File: src/rtl/fpadd_seq.sv
// Operand sequencer for the multi-cycle fpadd unit: issues one start per accepted
// pair, masks the stale done level, and returns the sum or a quiet-NaN timeout result.
module fpadd_seq #(
    parameter int unsigned TIMEOUT = 64,
    parameter int unsigned CW      = 8
) (
    input  logic        clk,
    input  logic        reset,
    input  logic        in_valid,
    output logic        in_ready,
    input  logic [31:0] in_a,
    input  logic [31:0] in_b,
    output logic        out_valid,
    input  logic        out_ready,
    output logic [31:0] out_sum,
    output logic        out_timeout,
    output logic        fpa_start,
    output logic [31:0] fpa_a,
    output logic [31:0] fpa_b,
    input  logic [31:0] fpa_sum,
    input  logic        fpa_done,
    output logic        busy,
    output logic [15:0] op_count,
    output logic [7:0]  to_count
);

    localparam logic [31:0]   QNAN     = 32'h7FC0_0000;
    localparam logic [CW-1:0] CNT_LAST = CW'(TIMEOUT - 1);

    typedef enum logic [2:0] {
        S_IDLE,
        S_ISSUE,
        S_SETTLE,
        S_WAIT,
        S_RESP
    } state_e;

    state_e        state_q;
    logic [CW-1:0] cnt_q;
    logic [31:0]   a_q;
    logic [31:0]   b_q;
    logic [31:0]   sum_q;
    logic          to_q;
    logic [15:0]   op_cnt_q;
    logic [7:0]    to_cnt_q;

    always_ff @(posedge clk or negedge reset) begin
        if (!reset) begin
            state_q  <= S_IDLE;
            cnt_q    <= '0;
            a_q      <= '0;
            b_q      <= '0;
            sum_q    <= '0;
            to_q     <= 1'b0;
            op_cnt_q <= '0;
            to_cnt_q <= '0;
        end else begin
            unique case (state_q)
                S_IDLE: begin
                    if (in_valid) begin
                        a_q     <= in_a;
                        b_q     <= in_b;
                        state_q <= S_ISSUE;
                    end
                end
                S_ISSUE: begin
                    cnt_q   <= '0;
                    state_q <= S_SETTLE;
                end
                // done may still be high from the previous operation here
                S_SETTLE: begin
                    state_q <= S_WAIT;
                end
                S_WAIT: begin
                    if (fpa_done) begin
                        sum_q    <= fpa_sum;
                        to_q     <= 1'b0;
                        op_cnt_q <= op_cnt_q + 16'd1;
                        state_q  <= S_RESP;
                    end else if (cnt_q == CNT_LAST) begin
                        sum_q    <= QNAN;
                        to_q     <= 1'b1;
                        if (to_cnt_q != 8'hFF) begin
                            to_cnt_q <= to_cnt_q + 8'd1;
                        end
                        state_q  <= S_RESP;
                    end else begin
                        cnt_q <= cnt_q + CW'(1);
                    end
                end
                S_RESP: begin
                    if (out_ready) begin
                        state_q <= S_IDLE;
                    end
                end
                default: begin
                    state_q <= S_IDLE;
                end
            endcase
        end
    end

    // Handshake outputs are pure state decodes; in_ready stays low while reset is held.
    assign in_ready    = reset && (state_q == S_IDLE);
    assign fpa_start   = (state_q == S_ISSUE);
    assign out_valid   = (state_q == S_RESP);
    assign busy        = (state_q != S_IDLE);
    assign fpa_a       = a_q;
    assign fpa_b       = b_q;
    assign out_sum     = sum_q;
    assign out_timeout = to_q;
    assign op_count    = op_cnt_q;
    assign to_count    = to_cnt_q;

endmodule

File: config.mk
export PLATFORM = sky130hd
export DESIGN_NAME = fpadd_seq
export DESIGN_NICKNAME = d
export VERILOG_FILES = /design/src/rtl/fpadd_seq.sv
export SDC_FILE = /design/constraint.sdc
export NUM_CORES = 1
export LEC_CHECK = 0
export CORE_UTILIZATION = 43
export DETAILED_ROUTE_END_ITERATION = 16
export PLACE_DENSITY = 0.86
export SKIP_CTS_REPAIR_TIMING = 1
export SLEW_MARGIN = 5
export SYNTH_ARGS = -nofsm -noshare
export SYNTH_HDL_FRONTEND = slang
export SYNTH_SLANG_ARGS = --single-unit
File: constraint.sdc
create_clock -name clk -period 1.9 [get_ports clk]
set_input_delay 0.475 -clock clk [delete_from_list [all_inputs] [get_ports clk]]
set_output_delay 0.475 -clock clk [all_outputs]
set_load 0.02 [all_outputs]
# Word-level counts from Yosys, hierarchy flattened
# Index checks and enable logic that the tools add are counted.
classes:
  muxes: 12
  n_eq_ne: 11
  reduce_logical: 11
  bitwise: 1
  n_addsub: 3
ops:
  columns: ["op", "n"]
  rows:
  - ["$mux 32", 2]
  - ["$add 16x1->16 const B", 1]
  - ["$add 8x1->8 const B", 2]
  - ["$mux 8", 2]
  - ["$pmux 8 s2", 1]
  - ["$pmux 3 s5", 1]
  - ["$mux 3", 4]
  - ["$eq 8x6->1 const B", 1]
  - ["$ne 8x8->1 const B", 1]
  - ["$eq 3x2->1 const B", 2]
  - ["$ne 2x2->1 const B", 3]
  - ["$reduce_and 2->1", 3]
  - ["$reduce_and 3->1", 2]
  - ["$reduce_and 4->1", 1]
  - ["$reduce_bool 2->1", 2]
  - ["$eq 3x1->1 const B", 1]
  - ["$eq 3x3->1 const B", 1]
  - ["$logic_not 3->1", 1]
  - ["$ne 3x3->1 const B", 1]
  - ["$reduce_bool 3->1", 1]
  - ["$mux 1", 2]
  - ["$ne 2x1->1 const B", 1]
  - ["$logic_and 1x1->1", 1]
  - ["$not 1->1", 1]
word_totals:
  output_inout_bits: 125
  in_bits: 101
  regBits: 132

# Depth between registers and ports, before layout
depth:
  depth_word: 4
  mapped_depth: 6
  mapped_depth_nobuf: 5

# Least setup slack after synthesis
# No wires, ideal clock.
synth_path:
  path_type: "flip-flop to output port"
  from: "reg state_q[2]"
  to: "out fpa_start"
  path_buffers: 2
  path_stages_with_launch: 5
  arrival_time_ns: 1.287
  required_time_ns: 1.425
  path_slack_ns: 0.138
  path_cell_list: "dfrtp_1 nand2b_1 clkbuf_1 clkbuf_1 nor2_1"
synth_between:
  elab_chain_cells: 1
synth_lines:
  columns: ["element", "line", "source"]
  rows:
  - ["start, declared", "38", "state_e state_q;"]
  - ["start signal, assigned", "49", "state_q <= S_IDLE;"]
  - ["start signal, assigned", "63", "state_q <= S_ISSUE;"]
  - ["start signal, assigned", "68", "state_q <= S_SETTLE;"]
  - ["$eq 3x1->1", "105", "assign fpa_start = (state_q == S_ISSUE);"]
  - ["end, declared", "17", "output logic fpa_start,"]
# Every way passes these cells.

# Worst setup path in the final report
layout_path:
  from: "reg sum_q[16] (netlist: out_sum[16])"
  to: "out out_sum[16]"
layout_rtl:
  columns: ["element", "line", "source"]
  rows:
  - ["start, declared", "42", "logic [31:0] sum_q;"]
  - ["start signal, assigned", "76", "sum_q <= fpa_sum;"]
  - ["end, declared", "15", "output logic [31:0] out_sum,"]
# No word-level cell between the ends.

==> reports/metrics.yaml <==
slowest_delay_ns: 0.64
clock_path_buffers: 2
drc: 0
reg2reg_depth: 7
r2r_slack_ns: 0.09
final_common_cell: "clkdlybuf4s50_1"
n_antenna_cell: 0
startpoint: "out_sum[16]$_DFFE_PN0P_"
critPathRequiredTime_ns: 1.42
wl_per_cell_um: 17.7
antenna_found_initial: 0
r2r-end: "to_count[4]$_DFFE_PN0P_"
cp_num_buf_inv: 1
maxCapViolations: 0
syn_inst: 404
yosys_warnings: 0
layout_common_cells: "185 x clkdlybuf4s50_1, 132 x dfrtp_1, 65 x mux2_2"
cellPowerDensity_nw_per_um2: 1680
holdWs_ns: 0.181
initial_utilization: 0.443
first_pass_iters: 4
setup_slack_ns: 0.0341
synthArstFlopShare: 1.00
dpl_worst_slack_ns: -0.268
criticalPathCategory: "flip-flop to output port"
hold_viol_final: 0
core_area_um2: 12100
synth_seq_area_share: 0.615
drt_iter0_drc: 190
cts_buffers: 17
skew_ns: 0.0121
routed-via-count: 4243
worstPathCellList: "clkdlybuf4s50_1"
grt-ovfl-total: 0
grt_max_degree: 133
clk_latency_ns: 0.41
end_kind: "output port"
post-dp-hpwl_um: 10400
slew_headroom: 0.545
place.gp.congestion: 0.783
startpoint_type: "flip-flop"
p_leak_nw: 4.33
path_delay_family: "buffers and inverters"
synth-edff-count: 0
worstPathMaxFanout: 2
hold_class: "input port to async pin"
io_pins: 226
dieHeight_um: 114
fin_nets: 761
clock-sinks: 132
drive_gt1_frac: 0.216
synthToLayoutAreaGrowth_pct: 63.8
ys_types: 44
synth_area_um2: 5370
clock.fmax_ghz: 0.536
avgViaCountPerCell: 5.06
ctsHtreeMaxLevel: 4
syn_area_per_cell_um2: 13.3
port_buffers: 225
timing.final.max_slew_violations: 0
die_area_um2: 12900
period_share: 0.982
die_x_um: 114
clkTransAtPathRegs_ns: 0.06
rsz0062_at_grt: "true"
cts_tree: "built"
grt_usage: 0.231
grt_pass1_vias: 4346
cts_root_buf: "clkbuf_16"
ys.flop_type: "dfrtp_1"
totalWireLength_um: 14800
synth_nets: 508
status: "complete, no violations"
grt_pass1_wl_um: 22600
setup_viol: 0
r2r_start: "state_q[2]$_DFFE_PN0P_"
tightest_slew_ns: 0.682
ir_drop_mv: 0.868
drtAntennaViolNets: 0
rows: 40
synth_seq_cells: 132
finalCriticalPeriod_ns: 1.87
slowest_stage: "clkdlybuf4s50_1"
critPathArrivalTime_ns: 1.39
[synthesized netlist by cell type, types with 3 or more instances]
cell,number,area [um^2]
and4_1,3,26.3
xnor2_1,10,87.6
nand4_1,8,50.1
nor4_1,12,75.1
a22o_1,21,184
mux2_2,65,732
dfrtp_1,132,3300
ha_1,3,37.5
xor2_1,12,105
o21ai_0,4,20.0
nand2_1,19,71.3
clkbuf_1,7,26.3
nor2_1,10,37.5
nor3_1,6,30.0
and3_1,7,43.8
a31oi_1,4,25.0
buf_2,9,45.0
nand3_1,12,60.1
a21oi_1,14,70.1
inv_1,14,52.6
[worst max path at each step]
stage / end / slack (ns) / depth (start not counted)
after global placement: op_count[13]$_DFFE_PN0P_ / -0.19 / 7
after CTS: in_ready / -0.53 / 3
after global routing: to_count[7]$_DFFE_PN0P_ / -0.02 / 7
final: out_sum[16] / 0.03 / 1
after floorplan: fpa_start / 0.14 / 4
after detailed placement: to_count[7]$_DFFE_PN0P_ / -0.27 / 6
[logic make-up (layout without fill, tap and decap cells)]
family,after synthesis,count (layout),synth area share
muxes,66,66,0.138
buffers and inverters,34,300,0.0296
xor gates and xnor gates,22,22,0.0359
AOI/OAI and AO/OA,54,54,0.0750
adders and majority gates,3,3,0.00699
and+or+nand+nor,93,93,0.0993
DFF,132,132,0.615
[layout make-up]
| type | instances | area [um^2] |
|---|---|---|
| fillers | 813 | 3310 |
| well taps | 168 | 210 |
| inverters | 14 | 52.6 |
| clock buffers | 18 | 429 |
| repair buffers | 254 | 2590 |
| flip-flops and latches | 132 | 3300 |
| clock inverters | 14 | 248 |
| multi-input cells | 238 | 1970 |
[registers in the layout, summed over array words and instances (netlist names)]
register,count
fpa_b,32
to_count,8
out_timeout,1
state_q,3
out_sum,32
fpa_a,32
op_count,16
cnt_q,8
[through the flow]
stage	power, W	instance area, um^2	setup TNS (ns)	utilization	cells
after global placement	0.0109	7970	-5.27	0.658	804
after global routing	0.0155	8800	-0.0372	0.726	838
after detailed placement	0.0111	7970	-8.44	0.658	804
after CTS	0.0149	8650	-2.81	0.714	836
final	0.0148	8800	0	0.726	838
after floorplan	0.00790	5370	0	-	404
[per-layer routing]
layer | track usage | vias up | part of all wire
met4 | 0.0886 | 0 | 0.017
met2 | 0.405 | 172 | 0.53
met3 | 0.0606 | 17 | 0.066
met5 | 0 | - | 0
met1 | 0.270 | 2087 | 0.39
li1 | - | 1967 | -
[worst register-to-register path, delay by kind of cell, from the launching register on]
| kind | cells | cell delay [ns] |
|---|---|---|
| and+or+nand+nor | 3 | 0.68 |
| DFF | 1 | 0.39 |
| xor gates and xnor gates | 1 | 0.18 |
| buffers and inverters | 3 | 0.49 |
[where the power goes]
group / leakage [nW] / switching (W) / internal [W] / total [W]
registers: 1.63 / 0.000701 / 0.00397 / 0.00468
clock network: 0.322 / 0.00126 / 0.00248 / 0.00375
logic: 2.38 / 0.00309 / 0.00329 / 0.00638
total: 4.33 / 0.00505 / 0.00975 / 0.0148
(Power assumes the default switching activity.)
==> RTL change (config.mk and constraints unchanged) <==
Set the parameter `CW` to 9 (it was 8).
--- a/src/rtl/fpadd_seq.sv
+++ b/src/rtl/fpadd_seq.sv
@@ -2,7 +2,7 @@
 // pair, masks the stale done level, and returns the sum or a quiet-NaN timeout result.
 module fpadd_seq #(
     parameter int unsigned TIMEOUT = 64,
-    parameter int unsigned CW      = 8
+    parameter int unsigned CW      = 9
 ) (
     input  logic        clk,
     input  logic        reset,
Function: no difference found for any inputs over 10 cycles, from zero or initial values and one cycle with reset low; that may be too few to reach the edited logic, so the function may still have changed.
==> RTL change against the unedited design <==
Count of clock-buffer cells in the layout up 1; setup slack worse by 0.030 ns; die area up 2.7%; power down 1.9%; clock power down 8.3%; sequential power about the same; sequential cell count up 1; final area up 0.74%; first-iteration DRC count up 21%; highest routed layer unchanged; area after synthesis up 2.8%; combinational power up 0.6%; wire length up 4.9%.
==> RTL change: results (changes against the unedited design) <==
| Metric | Value |
|---|---|
| GPL Wtd Cong | 0.771 (-1.6%) |
| Max clock buf depth | 2 (unchanged) |
| Largest net degree at the start of global routing | 134 (+0.75%) |
| TritonRoute pass-1 iters | 4 (unchanged) |
| CTS buffer count | 17 (unchanged) |
| VDD IR max | 0.707 mV (-19%) |
| Fraction of registers with async set/reset | 100% (unchanged) |
| Top post-synthesis cells by area | dfrtp_1, mux2_2, a22o_1 |
| Nets@finish | 763 (+0.26%) |
| Global-route wire length before repair | 23.5 mm (+3.9%) |
| Yosys cell types | 47 (+6.8%) |
| Top cells by count, synth | dfrtp_1, mux2_2, a22o_1, nand2_1, a21oi_1 |
| CP Max Fanout | 7 (+5) |
| Rel. slew slack | 51.9% (-2.6 points) |
| Leakage | 4.50 nW (+4.0%) |
| Slowest cell delay on critical path | 0.39 ns (-0.25 ns) |
| Vias in the first global route | 4484 (+3.2%) |
| Iter 0 DRT Violations | 229 (+21%) |
| Buf/Inv on CP | 2 (+1) |
| Syn Area/Cell | 13.5 um^2 (+1.5%) |
| Post-DP HPWL | 10.7 mm (+3.5%) |
| CP max-delay cell | dfrtp_1 |
| Ratio of cells with drive above 1 in the final layout | 21.4% (-0.21 points) |
| Syn Nets | 513 (+0.98%) |
| Placed insts | 811 (+0.87%) |
| Via density | 5.09 (+0.55%) |
| Met2 Usage GRT | 42.1% (+1.6 points) |
| Met1 usage | 25.5% (-1.5 points) |
| Outcome | finished, final reports clean |
| Final Skew | 0.00754 ns (-0.00455 ns) |
| DR vias | 4297 (+1.3%) |
| Register area share after synthesis | 60.3% (-1.2 points) |
| Delay-heaviest family, CP | flip-flops |
| WP data required | 1.42 ns (about the same) |
| All-Layer GR Usage | 23.7% (+0.59 points) |
| Met3 usage | 8.01% (+2.0 points) |
| I/O Buffers | 225 (unchanged) |
| DR WL/cell | 18.4 um (+4.2%) |
## RTL change: layout make-up
type	instances	area [um^2]
Clock buffer	19	443
Tap cell	172	215
Sequential cell	133	3330
Clock inverter	13	180
Fill cell	828	3710
Timing Repair Buffer	251	2620
Multi-Input combinational cell	243	2030
Inverter	13	48.8
## RTL change: logic make-up (layout without fill, tap and decap cells)
family                     count (synthesis)  count (layout)  synth area share, %
DFF                                      133             133                 60.3
and+or+nand+nor                           92              92                 10.6
muxes                                     70              70                 14.2
AOI/OAI and AO/OA                         57              57                 7.59
buffers and inverters                     33             296                 3.26
xor gates and xnor gates                  21              21                 3.33
adders and majority gates                  3               3                0.680
## RTL change: layer usage
layer,wire (um),vias up,share of wire (%)
li1,-,1971,-
met1,5830,2142,37
met2,8240,156,53
met3,1150,28,7.4
met4,325,0,2.1
met5,0,-,0
## RTL change: worst paths after layout
check	from	endpoint	slack [ns]	cells past startpoint
max reg2reg	cnt_q[1]$_DFFE_PN0P_	to_count[6]$_DFFE_PN0P_	0.13	6
max	state_q[2]$_DFFE_PN0P_	fpa_start	0.004	4
max in group asynchronous	reset	fpa_a[12]$_DFFE_PN0P_	1.19	2
min in group clk	op_count[15]$_DFFE_PN0P_	op_count[15]$_DFFE_PN0P_	0.47	1
min	reset	to_count[6]$_DFFE_PN0P_	0.14	2
min reg2reg	op_count[15]$_DFFE_PN0P_	op_count[15]$_DFFE_PN0P_	0.47	1
## RTL change: where the power goes
group,internal [W],switching [W]
logic,0.00332,0.00310
registers,0.00399,0.000679
clock network,0.00222,0.00121
## RTL change: metrics by stage
stage	cell area, um^2	setup slack, ns
2_1_floorplan	5520	0.180
4_1_cts	8710	-0.508
5_1_grt	8860	-0.0399
3_5_place_dp	8080	-0.215
6_report	8860	0.00446
3_3_place_gp	8080	-0.200
